<file path="src/rtl/logic_op_sequencer_pkg.sv">
// Shared definitions for the logic-op sequencer: FSM state encoding and
// default datapath widths.
package logic_seq_pkg;

  localparam int unsigned DEF_WIDTH = 32'd4;
  localparam int unsigned DEF_CNT_W = 32'd8;

  // Operation phases: collect A, collect B, let the logic unit settle, hold result.
  typedef enum logic [1:0] {
    LOAD_A = 2'd0,
    LOAD_B = 2'd1,
    EXEC   = 2'd2,
    HOLD   = 2'd3
  } seq_state_e;

endpackage

</file>
<file path="src/rtl/logic_op_sequencer_if.sv">
// Operand input stream and result output stream of the logic-op sequencer.
// The sequencer uses the slave view; the producer/consumer uses the master view.
interface logic_op_sequencer_if
  import logic_seq_pkg::*;
#(
  parameter int WIDTH = DEF_WIDTH
);

  logic             in_valid;
  logic             in_ready;
  logic [WIDTH-1:0] in_data;
  logic             out_valid;
  logic             out_ready;
  logic [WIDTH-1:0] out_data;
  logic             out_allones;

  modport slave (
    input  in_valid,
    input  in_data,
    input  out_ready,
    output in_ready,
    output out_valid,
    output out_data,
    output out_allones
  );

  modport master (
    output in_valid,
    output in_data,
    output out_ready,
    input  in_ready,
    input  out_valid,
    input  out_data,
    input  out_allones
  );

endinterface

</file>
<file path="src/rtl/logic_op_sequencer.sv">
// Front/back end for an external combinational bitwise logic unit: collects
// two operand beats, presents them as registered operands, captures the unit's
// result after one settle cycle and holds it until consumed. Counts completed
// operations and flags an all-ones result.
module logic_op_sequencer
  import logic_seq_pkg::*;
#(
  parameter int WIDTH = DEF_WIDTH,
  parameter int CNT_W = DEF_CNT_W
) (
  input  logic                 clk,
  input  logic                 rst_n,
  input  logic                 clear,
  logic_op_sequencer_if.slave  bus,
  output logic [WIDTH-1:0]     op_a,
  output logic [WIDTH-1:0]     op_b,
  input  logic [WIDTH-1:0]     lu_result,
  output logic                 busy,
  output logic [CNT_W-1:0]     op_count
);

  seq_state_e       state_r;
  seq_state_e       state_nxt_s;
  logic [WIDTH-1:0] op_a_r;
  logic [WIDTH-1:0] op_b_r;
  logic [WIDTH-1:0] out_data_r;
  logic             out_allones_r;
  logic [CNT_W-1:0] op_count_r;

  logic             in_ready_s;
  logic             out_valid_s;
  logic             busy_s;
  logic             load_a_s;
  logic             load_b_s;
  logic             capture_s;
  logic             consume_s;

  // State register.
  always_ff @(posedge clk or negedge rst_n) begin
    if (!rst_n) begin
      state_r <= LOAD_A;
    end else begin
      state_r <= state_nxt_s;
    end
  end

  // Next-state logic; clear overrides every transition.
  always_comb begin
    state_nxt_s = state_r;
    if (clear) begin
      state_nxt_s = LOAD_A;
    end else begin
      case (state_r)
        LOAD_A: begin
          if (bus.in_valid) state_nxt_s = LOAD_B;
          else              state_nxt_s = LOAD_A;
        end
        LOAD_B: begin
          if (bus.in_valid) state_nxt_s = EXEC;
          else              state_nxt_s = LOAD_B;
        end
        EXEC: begin
          state_nxt_s = HOLD;
        end
        HOLD: begin
          if (bus.out_ready) state_nxt_s = LOAD_A;
          else               state_nxt_s = HOLD;
        end
        default: begin
          state_nxt_s = LOAD_A;
        end
      endcase
    end
  end

  // Handshake/status outputs decoded purely from the state register.
  always_comb begin
    in_ready_s  = 1'b0;
    out_valid_s = 1'b0;
    busy_s      = 1'b0;
    case (state_r)
      LOAD_A: begin
        in_ready_s = 1'b1;
      end
      LOAD_B: begin
        in_ready_s = 1'b1;
        busy_s     = 1'b1;
      end
      EXEC: begin
        busy_s = 1'b1;
      end
      HOLD: begin
        out_valid_s = 1'b1;
        busy_s      = 1'b1;
      end
      default: begin
        in_ready_s = 1'b0;
      end
    endcase
  end

  // Datapath enables; a beat or consume coinciding with clear is dropped.
  always_comb begin
    load_a_s  = 1'b0;
    load_b_s  = 1'b0;
    capture_s = 1'b0;
    consume_s = 1'b0;
    if (!clear) begin
      load_a_s  = (state_r == LOAD_A) && bus.in_valid;
      load_b_s  = (state_r == LOAD_B) && bus.in_valid;
      capture_s = (state_r == EXEC);
      consume_s = (state_r == HOLD) && bus.out_ready;
    end else begin
      load_a_s = 1'b0;
    end
  end

  // Operand, result and completion-counter registers.
  always_ff @(posedge clk or negedge rst_n) begin
    if (!rst_n) begin
      op_a_r        <= {WIDTH{1'b0}};
      op_b_r        <= {WIDTH{1'b0}};
      out_data_r    <= {WIDTH{1'b0}};
      out_allones_r <= 1'b0;
      op_count_r    <= {CNT_W{1'b0}};
    end else begin
      if (load_a_s) op_a_r <= bus.in_data;
      if (load_b_s) op_b_r <= bus.in_data;
      if (capture_s) begin
        out_data_r    <= lu_result;
        out_allones_r <= &lu_result;
      end
      // Counter wraps silently at 2^CNT_W.
      if (consume_s) op_count_r <= op_count_r + {{(CNT_W-1){1'b0}}, 1'b1};
    end
  end

  assign op_a            = op_a_r;
  assign op_b            = op_b_r;
  assign op_count        = op_count_r;
  assign busy            = busy_s;
  assign bus.in_ready    = in_ready_s;
  assign bus.out_valid   = out_valid_s;
  assign bus.out_data    = out_data_r;
  assign bus.out_allones = out_allones_r;

endmodule
</file>
<file path="src/flat_wrapper.sv">
// flat-port wrapper written by rule: the top's interface ports become plain ports
module logic_op_sequencer_flat import logic_seq_pkg::*;
#(
  parameter int WIDTH = DEF_WIDTH,
  parameter int CNT_W = DEF_CNT_W
)
  (clk, rst_n, clear, op_a, op_b, lu_result, busy, op_count, bus_in_valid, bus_in_data, bus_out_ready, bus_in_ready, bus_out_valid, bus_out_data, bus_out_allones);
  logic_op_sequencer_if #(.WIDTH(WIDTH)) bus_i ();
  input  logic clk;
  input  logic rst_n;
  input  logic clear;
  output logic [WIDTH-1:0] op_a;
  output logic [WIDTH-1:0] op_b;
  input  logic [WIDTH-1:0] lu_result;
  output logic busy;
  output logic [CNT_W-1:0] op_count;
  input wire logic [$bits(bus_i.in_valid)-1:0] bus_in_valid;
  input wire logic [$bits(bus_i.in_data)-1:0] bus_in_data;
  input wire logic [$bits(bus_i.out_ready)-1:0] bus_out_ready;
  output wire logic [$bits(bus_i.in_ready)-1:0] bus_in_ready;
  output wire logic [$bits(bus_i.out_valid)-1:0] bus_out_valid;
  output wire logic [$bits(bus_i.out_data)-1:0] bus_out_data;
  output wire logic [$bits(bus_i.out_allones)-1:0] bus_out_allones;
  assign bus_i.in_valid = bus_in_valid;
  assign bus_i.in_data = bus_in_data;
  assign bus_i.out_ready = bus_out_ready;
  assign bus_in_ready = bus_i.in_ready;
  assign bus_out_valid = bus_i.out_valid;
  assign bus_out_data = bus_i.out_data;
  assign bus_out_allones = bus_i.out_allones;
  logic_op_sequencer #(.WIDTH(WIDTH), .CNT_W(CNT_W)) u_core (.clk(clk), .rst_n(rst_n), .clear(clear), .bus(bus_i), .op_a(op_a), .op_b(op_b), .lu_result(lu_result), .busy(busy), .op_count(op_count));
endmodule
</file>
<file path="config.mk">
export PLATFORM = sky130hd
export DESIGN_NAME = logic_op_sequencer_flat
export DESIGN_NICKNAME = d
export VERILOG_FILES = /design/src/rtl/logic_op_sequencer_pkg.sv /design/src/rtl/logic_op_sequencer_if.sv /design/src/rtl/logic_op_sequencer.sv /design/src/flat_wrapper.sv
export SDC_FILE = /design/constraint.sdc
export NUM_CORES = 1
export LEC_CHECK = 0
export CORE_MARGIN = 2
export CORE_UTILIZATION = 62
export DETAILED_ROUTE_END_ITERATION = 16
export DONT_BUFFER_PORTS = 1
export GPL_TIMING_DRIVEN = 0
export PLACE_DENSITY = 0.78
export SLEW_MARGIN = 20
export SYNTH_ARGS = -nofsm -noshare
export SYNTH_HDL_FRONTEND = slang
export SYNTH_SLANG_ARGS = --single-unit
</file>
<file path="constraint.sdc">
create_clock -name clk -period 3.9 [get_ports clk]
set_input_delay 0.39 -clock clk [delete_from_list [all_inputs] [get_ports clk]]
set_output_delay 0.39 -clock clk [all_outputs]
set_load 0.01 [all_outputs]
</file>
* Yosys cells after proc, flatten, opt, wreduce, memory -nomap -nowiden *
Index checks and enable logic that the tools add are counted.

cells by class
  add/sub/neg operators = 1
  $mul = 0
  divide/modulo/power cells = 0
  order comparisons = 0
  equal/unequal tests = 3
  shifts and indexed selects = 0
  muxes and demuxes = 12
  bitwise gates (word level) = 0
  reductions and logical operators = 7

operators by type and width
  cell                                                                   count
  8-bit by 1-bit adder with 8-bit output, second input constant          1
  1-bit two-way mux                                                      8
  2-bit case mux with 4 select lines                                     1
  2-bit two-way mux                                                      3
  2-bit equality test, second input constant                             2
  4-bit AND reduction                                                    1
  1-bit logical AND                                                      3
  3-bit OR reduction                                                     1
  2-bit by 1-bit equality test with 1-bit output, second input constant  1
  2-bit logical NOT                                                      1
  2-bit OR reduction                                                     1

word-level totals
  flip-flop bits (word level) = 23
  latch bits = 0
  bits in writable memories = 0
  ROM bits = 0
  bits of input ports = 13
  output and inout bits = 24
  word-level logic and storage cells = 29
  memories kept = 0

* Depth between registers and ports, before layout *
Gate-level depths: netlist of run 1.

  word-level depth = 3
  gate-level depth with buffers = 5

* Worst setup path after synthesis of run 1 *
OpenSTA, ideal clock, no wires.

  path type = register to register
  start point = reg u_core.state_r[0]
  end point = reg u_core.op_a_r[0], in the netlist u_core.op_a[0]
  setup time = 125 ps
  arrival time = 1205 ps
  required time = 3775 ps
  slack = 2570 ps
  cell stages (with the launch flop) = 4
  path buffers = 1
  path through = dfrtp_1 -> buf_2 -> nor4b_4 -> mux2_2

on the way
  longest elaborated chain between the ends = 3

RTL lines
  element                   line                       RTL
  start: declaration        logic_op_sequencer.sv:22   seq_state_e state_r;
  start signal: assignment  logic_op_sequencer.sv:43   state_r <= state_nxt_s;
  2-bit logical NOT         logic_op_sequencer.sv:109  load_a_s = (state_r == LOAD_A) && bus.in_valid;
  1-bit logical AND         logic_op_sequencer.sv:109
  1-bit two-way mux         logic_op_sequencer.sv:108  if (!clear) begin
  end signal: assignment    logic_op_sequencer.sv:121  op_a_r <= {WIDTH{1'b0}};
  end signal: assignment    logic_op_sequencer.sv:127  if (load_a_s) op_a_r <= bus.in_data;
  end: declaration          logic_op_sequencer.sv:24   logic [WIDTH-1:0] op_a_r;

No other way between the ends.
A chain may end at the register's enable or synchronous reset.

* Final worst setup path of run 1 *
  start point = reg u_core.state_r[0]
  end point = out busy

on the way
  longest elaborated chain between the ends = 3
  elaborated cells on any way between the ends = 5
  classes of those cells = 3 x eq/ne; 1 x mux; 1 x reduce/logical

RTL lines
  element                                                                                       line                      RTL
  2-bit equality test / 2-bit by 1-bit equality test with 1-bit output (equally long branches)  logic_op_sequencer.sv:81  case (state_r)
  3-bit OR reduction (no source line) (*)                                                       -
  1-bit two-way mux (*)                                                                         logic_op_sequencer.sv:81
  end: declaration                                                                              flat_wrapper.sv:15        output logic busy;

Mark *: on every way between the ends. The rest lies on a longest branch, timed or not.

==> results.json, run 1 <==
{
  "mostFrequentLayoutCell": "dfrtp_1",
  "synthXorXnorAreaFrac": 0.0704,
  "clk_pin_slew_ns": 0.12,
  "fin_total_pwr_mw": 0.569,
  "antenna_left": 0,
  "max_stage_delay_ns": 0.38,
  "first_pass_iters": 2,
  "leakage_nw": 0.478,
  "synthMuxAreaShare": 0.157,
  "clockBufferDepth": 2,
  "pwr-share-comb": 0.156,
  "clock-sinks": 23,
  "cts_buffers": 3,
  "r2r_cells": 3,
  "crit_end": "busy",
  "hold_viol": 0,
  "synth_top_family_by_area": "multiplexers",
  "syn_avg_cell_area_um2": 13.6,
  "crit_chain": "buf_2 -> or2_2",
  "ctsHtreeMaxLevel": 1,
  "cp.depth": 2,
  "p_sw_frac": 0.309,
  "cp-end-kind": "primary output",
  "finalWirelength_um": 1550,
  "dp_worst_setup_slack_ns": 2.44,
  "drive_above_1_share": 0.295,
  "syn_to_final_growth_pct": 5.15,
  "r2r_end": "u_core.bus.out_data[3]$_DFFE_PN0P_",
  "crit_path_top_delay_cell": "dfrtp_1",
  "clock-root-buffer": "clkbuf_4",
  "cp_max_fo": 9,
  "r2r-start": "u_core.state_r[1]$_DFF_PN0_",
  "crit_type": "register to primary output",
  "die_w_um": 44.1,
  "grt_max_degree": 24,
  "synth_compound_area_frac": 0.0101,
  "layout_setup_ws_ns": 2.33,
  "p_int_mw": 0.393,
  "reg2reg_slack_ns": 2.43,
  "cts_resized": 0,
  "tns_ns": 0,
  "grt_overflow": 0,
  "post-cts-setup-buffers": 0,
  "drc": 0,
  "pin_count": 37,
  "yosys.area_share.adder": 0.0126,
  "p_seq_frac": 0.659,
  "power.density_nw_per_um2": 544,
  "syn_inst": 73,
  "vias": 559,
  "layout.nets": 93,
  "hp-class": "input pin to asynchronous set/reset pin",
  "critical_path_arrival_ns": 1.18,
  "wl_per_cell_um": 16.5,
  "worst-path-buf-inv": 1,
  "p_clk_frac": 0.185,
  "grt_pass1_vias": 546,
  "skew_ns": 0.00195,
  "rsz0062_at_grt": "false",
  "cts_tree": "yes",
  "worstSetupStartpointType": "register",
  "cap_violations": 0,
  "portBuffers": 0,
  "fin_crit_sh": 0.403,
  "layout.cells.non_filler": 94,
  "vias_per_cell": 5.95,
  "antennaDiodeCount": 0,
  "core_area_um2": 1510,
  "grt_util_all_layers": 0.172,
  "initial_core_util": 0.661,
  "synth_cell_types": 22,
  "setup_viol": 0,
  "dp_cells": 89,
  "fmax_mhz": 637,
  "max_slew_margin": 0.672,
  "yosys_warnings": 0,
  "chipHeight_um": 44.1,
  "synthSimpleGateAreaFrac": 0.148,
  "num_rows": 14,
  "min_period_ns": 1.57,
  "critPathTopFamily": "flip-flops",
  "ys_seq_area_frac": 0.578,
  "drt_iter0_drc": 3,
  "synth-seq-cells": 23,
  "synth_nets": 87,
  "detailed_place_hpwl_um": 1140,
  "max-vdd-ir-drop_uv": 348,
  "antenna_found_initial": 0,
  "syn-cell-area_um2": 996,
  "worstPathRequired_ns": 3.51,
  "slew_viol_final": 0,
  "status": "completed",
  "mostFrequentLayoutCells": "dfrtp_1 (23), mux2_2 (12), nand2_1 (7)",
  "grt_first_pass_wirelength_um": 2390,
  "p_switching_mw": 0.176,
  "dieArea_um2": 1940,
  "place_congestion": 0.757,
  "crit_start": "u_core.state_r[0]$_DFF_PN0_",
  "tightestPinTransition_ns": 0.493,
  "insertion_delay_ns": 0.30
}
## worst register-to-register path, cell delays in order, from the launching register on
cell and delay, ns:
dfrtp_1 0.53, inv_2 0.13, nor3_4 0.33, mux2_2 0.37
## metal layers
layer / global-route usage / vias up / share of wire
li1: - / 265 / -
met1: 0.231 / 274 / 0.43
met4: 0.0909 / 0 / 0.0064
met2: 0.268 / 18 / 0.50
met5: 0 / - / 0
met3: 0.0327 / 2 / 0.063
## registers in the layout, indices dropped and copies added, names as in the netlist
name / cells
u_core.bus.out_data: 4
u_core.op_count: 8
u_core.state_r: 2
u_core.op_a: 4
u_core.bus.out_allones: 1
u_core.op_b: 4
## cell usage after synthesis
library cell | instances | area (um2)
a21oi_1 | 2 | 10.0
and2_1 | 1 | 6.26
and3_1 | 3 | 18.8
and4b_1 | 1 | 10.0
buf_2 | 1 | 5.00
buf_6 | 1 | 11.3
dfrtp_1 | 23 | 576
ha_1 | 1 | 12.5
inv_1 | 1 | 3.75
inv_2 | 1 | 3.75
mux2_1 | 1 | 11.3
mux2_2 | 12 | 135
mux2i_1 | 1 | 10.0
nand2_1 | 7 | 26.3
nand3_1 | 1 | 5.00
nand4_1 | 4 | 25.0
nor3_2 | 1 | 10.0
nor3_4 | 1 | 16.3
nor4b_4 | 1 | 23.8
or2_2 | 1 | 6.26
xnor2_1 | 6 | 52.6
xor2_1 | 2 | 17.5
## power groups by stage
stage	Combinational (mW)	Sequential, mW	Clock, mW
3_3_place_gp	0.0818	0.378	0
6_report	0.0887	0.375	0.106
2_1_floorplan	0.0764	0.368	0
4_1_cts	0.0914	0.376	0.110
5_1_grt	0.100	0.382	0.116
3_5_place_dp	0.0858	0.382	0
## layout make-up
| type | count | area (um2) |
|---|---|---|
| sequential | 23 | 576 |
| fill | 130 | 459 |
| multi-input combinational | 46 | 397 |
| clock buffer | 4 | 26.3 |
| tap | 16 | 20.0 |
| buffer | 2 | 16.3 |
| inverter | 2 | 7.51 |
| timing repair buffer | 1 | 5.00 |
## metrics by stage
step           hold slack [ns]  instance area (um2)  utilization
3_5_place_dp            0.0950                 1020        0.674
3_3_place_gp            0.0949                 1020        0.674
6_report                0.0326                 1050        0.695
2_1_floorplan           0.0944                  996            -
4_1_cts                  0.120                 1050        0.699
5_1_grt                 0.0685                 1050        0.695
## timing repair
action / in CTS / in global routing
hold buffers: 1 / 0
endpoints found under the setup margin: 0 / 0
hold endpoints to repair: 23 / 0
## logic make-up (layout without fill, tap and decap cells)
kind of cell | Yosys count | after routing
and+or+nand+nor | 21 | 21
adders and majority gates | 1 | 1
xor gates and xnor gates | 8 | 8
muxes | 14 | 14
DFF | 23 | 23
AOI/OAI and AO/OA | 2 | 2
buffers and inverters | 4 | 9
## how the worst min path moves through the flow
stage	start	end	cells after the start	slack [ns]
after floorplan	rst_n	u_core.bus.out_allones$_DFFE_PN0P_	0	0.09
after global placement	rst_n	u_core.state_r[0]$_DFF_PN0_	0	0.09
after global routing	rst_n	u_core.bus.out_data[3]$_DFFE_PN0P_	1	0.07
final	rst_n	u_core.state_r[0]$_DFF_PN0_	1	0.03
after detailed placement	rst_n	u_core.state_r[0]$_DFF_PN0_	0	0.09
after CTS	clear	u_core.state_r[1]$_DFF_PN0_	1	0.12
Power figures use the tool's default switching activity.
==> run 2, diff against run 1 <==
--- a/config.mk
+++ b/config.mk
@@ -6,11 +6,11 @@
 export NUM_CORES = 1
 export LEC_CHECK = 0
 export CORE_MARGIN = 2
-export CORE_UTILIZATION = 62
+export CORE_UTILIZATION = 53
 export DETAILED_ROUTE_END_ITERATION = 16
 export DONT_BUFFER_PORTS = 1
 export GPL_TIMING_DRIVEN = 0
-export PLACE_DENSITY = 0.78
+export PLACE_DENSITY = 0.71
 export SLEW_MARGIN = 20
 export SYNTH_ARGS = -nofsm -noshare
 export SYNTH_HDL_FRONTEND = slang
==> constraint.sdc (replaced) <==
create_clock -name clk -period 1.4 [get_ports clk]
set_input_delay 0.14 -clock clk [delete_from_list [all_inputs] [get_ports clk]]
set_output_delay 0.14 -clock clk [all_outputs]
set_load 0.01 [all_outputs]
==> results.json, run 2 (synthesis results as in run 1) <==
{
  "crit_path_top_delay_cell": "dfrtp_2",
  "cts_tree": "yes",
  "largest_reg_flops": 8,
  "drive_above_1_share": 0.286,
  "cts_buffers": 3,
  "fin_crit_sh": 0.969,
  "tightestPinTransition_ns": 0.483,
  "first_pass_iters": 2,
  "antenna_left": 0,
  "critical_path_arrival_ns": 1.56,
  "mostFrequentLayoutCells": "dfrtp_1 (22), dlygate4sd3_1 (12), mux2_2 (8)",
  "status": "completed",
  "leakage_nw": 0.546,
  "grt_overflow": 0,
  "setup_viol": 0,
  "grt_pass1_vias": 632,
  "pin_count": 37,
  "worst-path-buf-inv": 1,
  "initial_core_util": 0.571,
  "max_slew_margin": 0.678,
  "hold_path_end": "u_core.state_r[0]$_DFF_PN0_",
  "slew_viol_final": 0,
  "vias_per_cell": 5.39,
  "dieArea_um2": 2240,
  "ctsHtreeMaxLevel": 1,
  "drc": 0,
  "grt_max_degree": 24,
  "antennaDiodeCount": 0,
  "hp-start": "bus_in_valid",
  "finalWirelength_um": 1670,
  "min_period_ns": 1.36,
  "vias": 625,
  "num_rows": 15,
  "place_congestion": 0.710,
  "reg2reg_slack_ns": 0.04,
  "portBuffers": 0,
  "crit_chain": "inv_2 -> nor3_4 -> mux2_2",
  "mostFrequentLayoutCell": "dfrtp_1",
  "antenna_found_initial": 0,
  "crit_type": "register to register",
  "max-vdd-ir-drop_uv": 1010,
  "r2r_end": "u_core.bus.out_data[1]$_DFFE_PN0P_",
  "chipHeight_um": 47.4,
  "syn_to_final_growth_pct": 22.1,
  "cp_max_fo": 7,
  "power.density_nw_per_um2": 1350,
  "grt_first_pass_wirelength_um": 2660,
  "wl_per_cell_um": 14.4,
  "hold_depth": 3,
  "whs_ns": 0.0305,
  "max_stage_delay_ns": 0.48,
  "grt_util_all_layers": 0.171,
  "worstSetupStartpointType": "register",
  "rsz0062_at_grt": "true",
  "layout.nets": 106,
  "fmax_mhz": 737,
  "insertion_delay_ns": 0.30,
  "worstPathRequired_ns": 1.60,
  "die_w_um": 47.4,
  "r2r-start": "u_core.state_r[1]$_DFF_PN0_",
  "hold_viol": 0,
  "clk_pin_slew_ns": 0.12,
  "clockBufferDepth": 2,
  "drt_iter0_drc": 1,
  "r2r_cells": 3,
  "detailed_place_hpwl_um": 1130,
  "clock-sinks": 23,
  "cp-end-kind": "register",
  "finish.utilization": 0.697,
  "hp-class": "input pin to register",
  "tns_ns": 0,
  "skew_ns": 0.00157,
  "clock-root-buffer": "clkbuf_4",
  "critPathTopFamily": "flip-flops",
  "cap_violations": 0,
  "core_area_um2": 1750
}
-- run 2: cell type report --
| type | instances | area [um2] |
|---|---|---|
| sequential | 23 | 577 |
| inverter | 2 | 7.51 |
| clock buffer | 3 | 22.5 |
| fill | 134 | 529 |
| buffer | 2 | 22.5 |
| tap | 25 | 31.3 |
| clock inverter | 1 | 5.00 |
| multi-input combinational | 46 | 418 |
| timing repair buffer | 14 | 133 |
-- run 2: worst reg2reg max path, cell delays in order, from the launching register on --
cell,delay [ns]
dfrtp_2,0.48
inv_2,0.11
nor3_4,0.29
mux2_2,0.37
-- run 2: how the worst max path moves through the flow --
stage	endpoint	slack (ns)	start	cells after the start
floorplan	u_core.op_a[0]$_DFFE_PN0P_	0.07	u_core.state_r[0]$_DFF_PN0_	3
global placement	u_core.op_a[1]$_DFFE_PN0P_	-0.02	u_core.state_r[0]$_DFF_PN0_	3
detailed placement	u_core.op_a[3]$_DFFE_PN0P_	-0.06	u_core.state_r[0]$_DFF_PN0_	3
CTS	u_core.op_b[1]$_DFFE_PN0P_	0.007	u_core.state_r[0]$_DFF_PN0_	4
global route	u_core.bus.out_data[3]$_DFFE_PN0P_	-0.02	u_core.state_r[1]$_DFF_PN0_	3
finish	u_core.bus.out_data[1]$_DFFE_PN0P_	0.04	u_core.state_r[1]$_DFF_PN0_	3
-- run 2: stage by stage --
| step | instances | setup WS, ns | total power, mW | cell area [um2] |
|---|---|---|---|---|
| floorplan | 73 | 0.0701 | 1.24 | 996 |
| finish | 116 | 0.0435 | 1.65 | 1220 |
| detailed placement | 98 | -0.0639 | 1.30 | 1030 |
| global route | 116 | -0.0224 | 1.76 | 1220 |
| global placement | 98 | -0.0213 | 1.28 | 1030 |
| CTS | 115 | 0.00657 | 1.64 | 1190 |
-- run 2: routing by layer --
layer / global-route usage / routed length, um / vias up
li1: - / - / 291
met4: 0.0667 / 12 / 0
met2: 0.286 / 860 / 21
met3: 0.0462 / 111 / 2
met1: 0.210 / 686 / 311
met5: 0 / 0 / -
-- run 2: report_power, final --
part	total, mW	internal, mW	leakage (nW)	switching (mW)
sequential	1.04	0.838	0.291	0.207
clock	0.293	0.106	0.0177	0.187
combinational	0.310	0.197	0.237	0.113
-- run 2: timing repair --
item / 4_1_cts / 5_1_grt
buffers inserted: 1 / 0
setup endpoints to repair: 12 / 17
pin swaps: 1 / 2
hold buffers: 12 / 1
cloned: 0 / 0
hold endpoints to repair: 38 / 23
resized for setup: 2 / 7
==> run 3, diff against run 2 <==
--- a/config.mk
+++ b/config.mk
@@ -5,6 +5,7 @@
 export SDC_FILE = /design/constraint.sdc
 export NUM_CORES = 1
 export LEC_CHECK = 0
+export CAP_MARGIN = 25
 export CORE_MARGIN = 2
 export CORE_UTILIZATION = 53
 export DETAILED_ROUTE_END_ITERATION = 16
==> constraint.sdc (replaced) <==
create_clock -name clk -period 1.1 [get_ports clk]
set_input_delay 0.11 -clock clk [delete_from_list [all_inputs] [get_ports clk]]
set_output_delay 0.11 -clock clk [all_outputs]
set_load 0.01 [all_outputs]
==> results.json, run 3 (synthesis results as in run 1) <==
{
  "largest_reg_flops": 8,
  "whs_ns": 0.153,
  "vias_per_cell": 5.28,
  "clockBufferDepth": 2,
  "min_period_ns": 1.34,
  "cts_buffers": 3,
  "layout.cells.non_filler": 123,
  "rsz0062_at_grt": "true",
  "fmax_mhz": 744,
  "place_congestion": 0.666,
  "antenna_found_initial": 0,
  "die_w_um": 47.4,
  "grtUsageMet1": 0.241,
  "grt_overflow": 0,
  "first_pass_iters": 4,
  "num_rows": 15,
  "initial_core_util": 0.571,
  "finalWirelength_um": 1900,
  "mostFrequentLayoutCells": "dfrtp_1 (20), mux2_4 (13), dlygate4sd3_1 (12)",
  "layout.nets": 113,
  "p_int_mw": 1.57,
  "hp-class": "input pin to register",
  "final_cell_area_um2": 1370,
  "tightestPinTransition_ns": 0.584,
  "skew_ns": 0.00661,
  "met3_usage": 0.0577,
  "cp-end-kind": "register",
  "cap_violations": 0,
  "power.density_nw_per_um2": 1640,
  "grt_max_degree": 24,
  "vias": 650,
  "grt_util_all_layers": 0.181,
  "clock-root-buffer": "clkbuf_4",
  "insertion_delay_ns": 0.30,
  "p_sw_frac": 0.303,
  "pin_count": 37,
  "cp_max_fo": 7,
  "drt_iter0_drc": 11,
  "portBuffers": 0,
  "place_area_um2": 1050,
  "finish.utilization": 0.786,
  "hold_viol": 0,
  "status": "complete, but fails checks",
  "cts_tree": "yes",
  "setup_viol": 23,
  "violations": "setup timing",
  "clk_pin_slew_ns": 0.12,
  "antenna_left": 0,
  "core_area_um2": 1750,
  "chipHeight_um": 47.4,
  "worstSetupStartpointType": "register",
  "p_switching_mw": 0.684,
  "grt_first_pass_wirelength_um": 2770,
  "use_met2": 0.278,
  "p_seq_frac": 0.598,
  "detailed_place_hpwl_um": 1170,
  "fin_crit_sh": 1.22,
  "drive_above_1_share": 0.439,
  "syn_to_final_growth_pct": 37.7,
  "dp_cells": 98,
  "grt_pass1_vias": 621,
  "dp_worst_setup_slack_ns": -0.273,
  "ctsHtreeMaxLevel": 1,
  "p_clk_frac": 0.165,
  "mostFrequentLayoutCell": "dfrtp_1",
  "worstPathRequired_ns": 1.29,
  "critical_path_arrival_ns": 1.54,
  "slew_viol_final": 0,
  "pwr-share-comb": 0.237,
  "clock-sinks": 23,
  "antennaDiodeCount": 0,
  "wl_per_cell_um": 15.4,
  "max-vdd-ir-drop_uv": 1240,
  "crit_type": "register to register",
  "drc": 0,
  "max_slew_margin": 0.609,
  "dieArea_um2": 2240,
  "leakage_nw": 0.645,
  "top_usage_layer": "met2",
  "layout_setup_ws_ns": -0.244
}
-- run 3: cell count changes in the layout (fill, tap and decap cells not counted), sizes merged --
cell | previous run | this run
buf | 4 | 11
-- run 3: worst max-delay path, stage by stage (launching register included) --
cell,delay (ns)
dfrtp_2,0.48
inv_2,0.11
nor3_4,0.20
buf_6,0.15
mux2_4,0.30
-- run 3: what timing repair did --
item	CTS	global route
resized for setup	17	10
setup endpoints to repair	23	25
setup buffers	5	3
hold buffers	12	0
endpoints found under the hold margin	38	0
pin swaps	9	3
-- run 3: power groups by stage --
| stage | Clock, mW | Combinational (mW) | Sequential (mW) |
|---|---|---|---|
| 6_report | 0.372 | 0.534 | 1.35 |
| 2_1_floorplan | 0 | 0.324 | 1.31 |
| 4_1_cts | 0.389 | 0.494 | 1.35 |
| 5_1_grt | 0.423 | 0.578 | 1.37 |
| 3_3_place_gp | 0 | 0.346 | 1.35 |
| 3_5_place_dp | 0 | 0.361 | 1.35 |
-- run 3: metrics by stage --
stage	TNS, ns	total power [mW]
3_3_place_gp	-3.23	1.69
6_report	-3.98	2.25
2_1_floorplan	-1.87	1.63
3_5_place_dp	-3.43	1.71
5_1_grt	-5.26	2.37
4_1_cts	-4.09	2.23
-- run 3: path summary, 6_finish.rpt --
kind,start,to,slack (ns),cells after the start
max reg2reg,u_core.state_r[1]$_DFF_PN0_,u_core.bus.out_data[0]$_DFFE_PN0P_,-0.24,4
max in group asynchronous,rst_n,u_core.bus.out_data[3]$_DFFE_PN0P_,0.36,2
min in group asynchronous,rst_n,u_core.state_r[0]$_DFF_PN0_,0.23,1
min,clear,u_core.op_b[2]$_DFFE_PN0P_,0.15,3
min reg2reg,u_core.op_count[7]$_DFFE_PN0P_,u_core.op_count[7]$_DFFE_PN0P_,0.54,1
max,u_core.state_r[1]$_DFF_PN0_,u_core.bus.out_data[0]$_DFFE_PN0P_,-0.24,4
-- run 3: cell type report --
class / count / area, um2
multi-input cells: 46 / 485
inverters: 2 / 7.51
plain buffers: 2 / 22.5
clock inverters: 1 / 5.00
clock buffers: 3 / 22.5
well taps: 25 / 31.3
fillers: 110 / 374
flip-flops and latches: 23 / 579
repair buffers: 21 / 218
-- run 3: per-layer routing --
metal  vias to the layer above  share of wire
li1                        305              -
met1                       319           0.46
met2                        24           0.47
met3                         2          0.065
met4                         0         0.0069
met5                         -              0
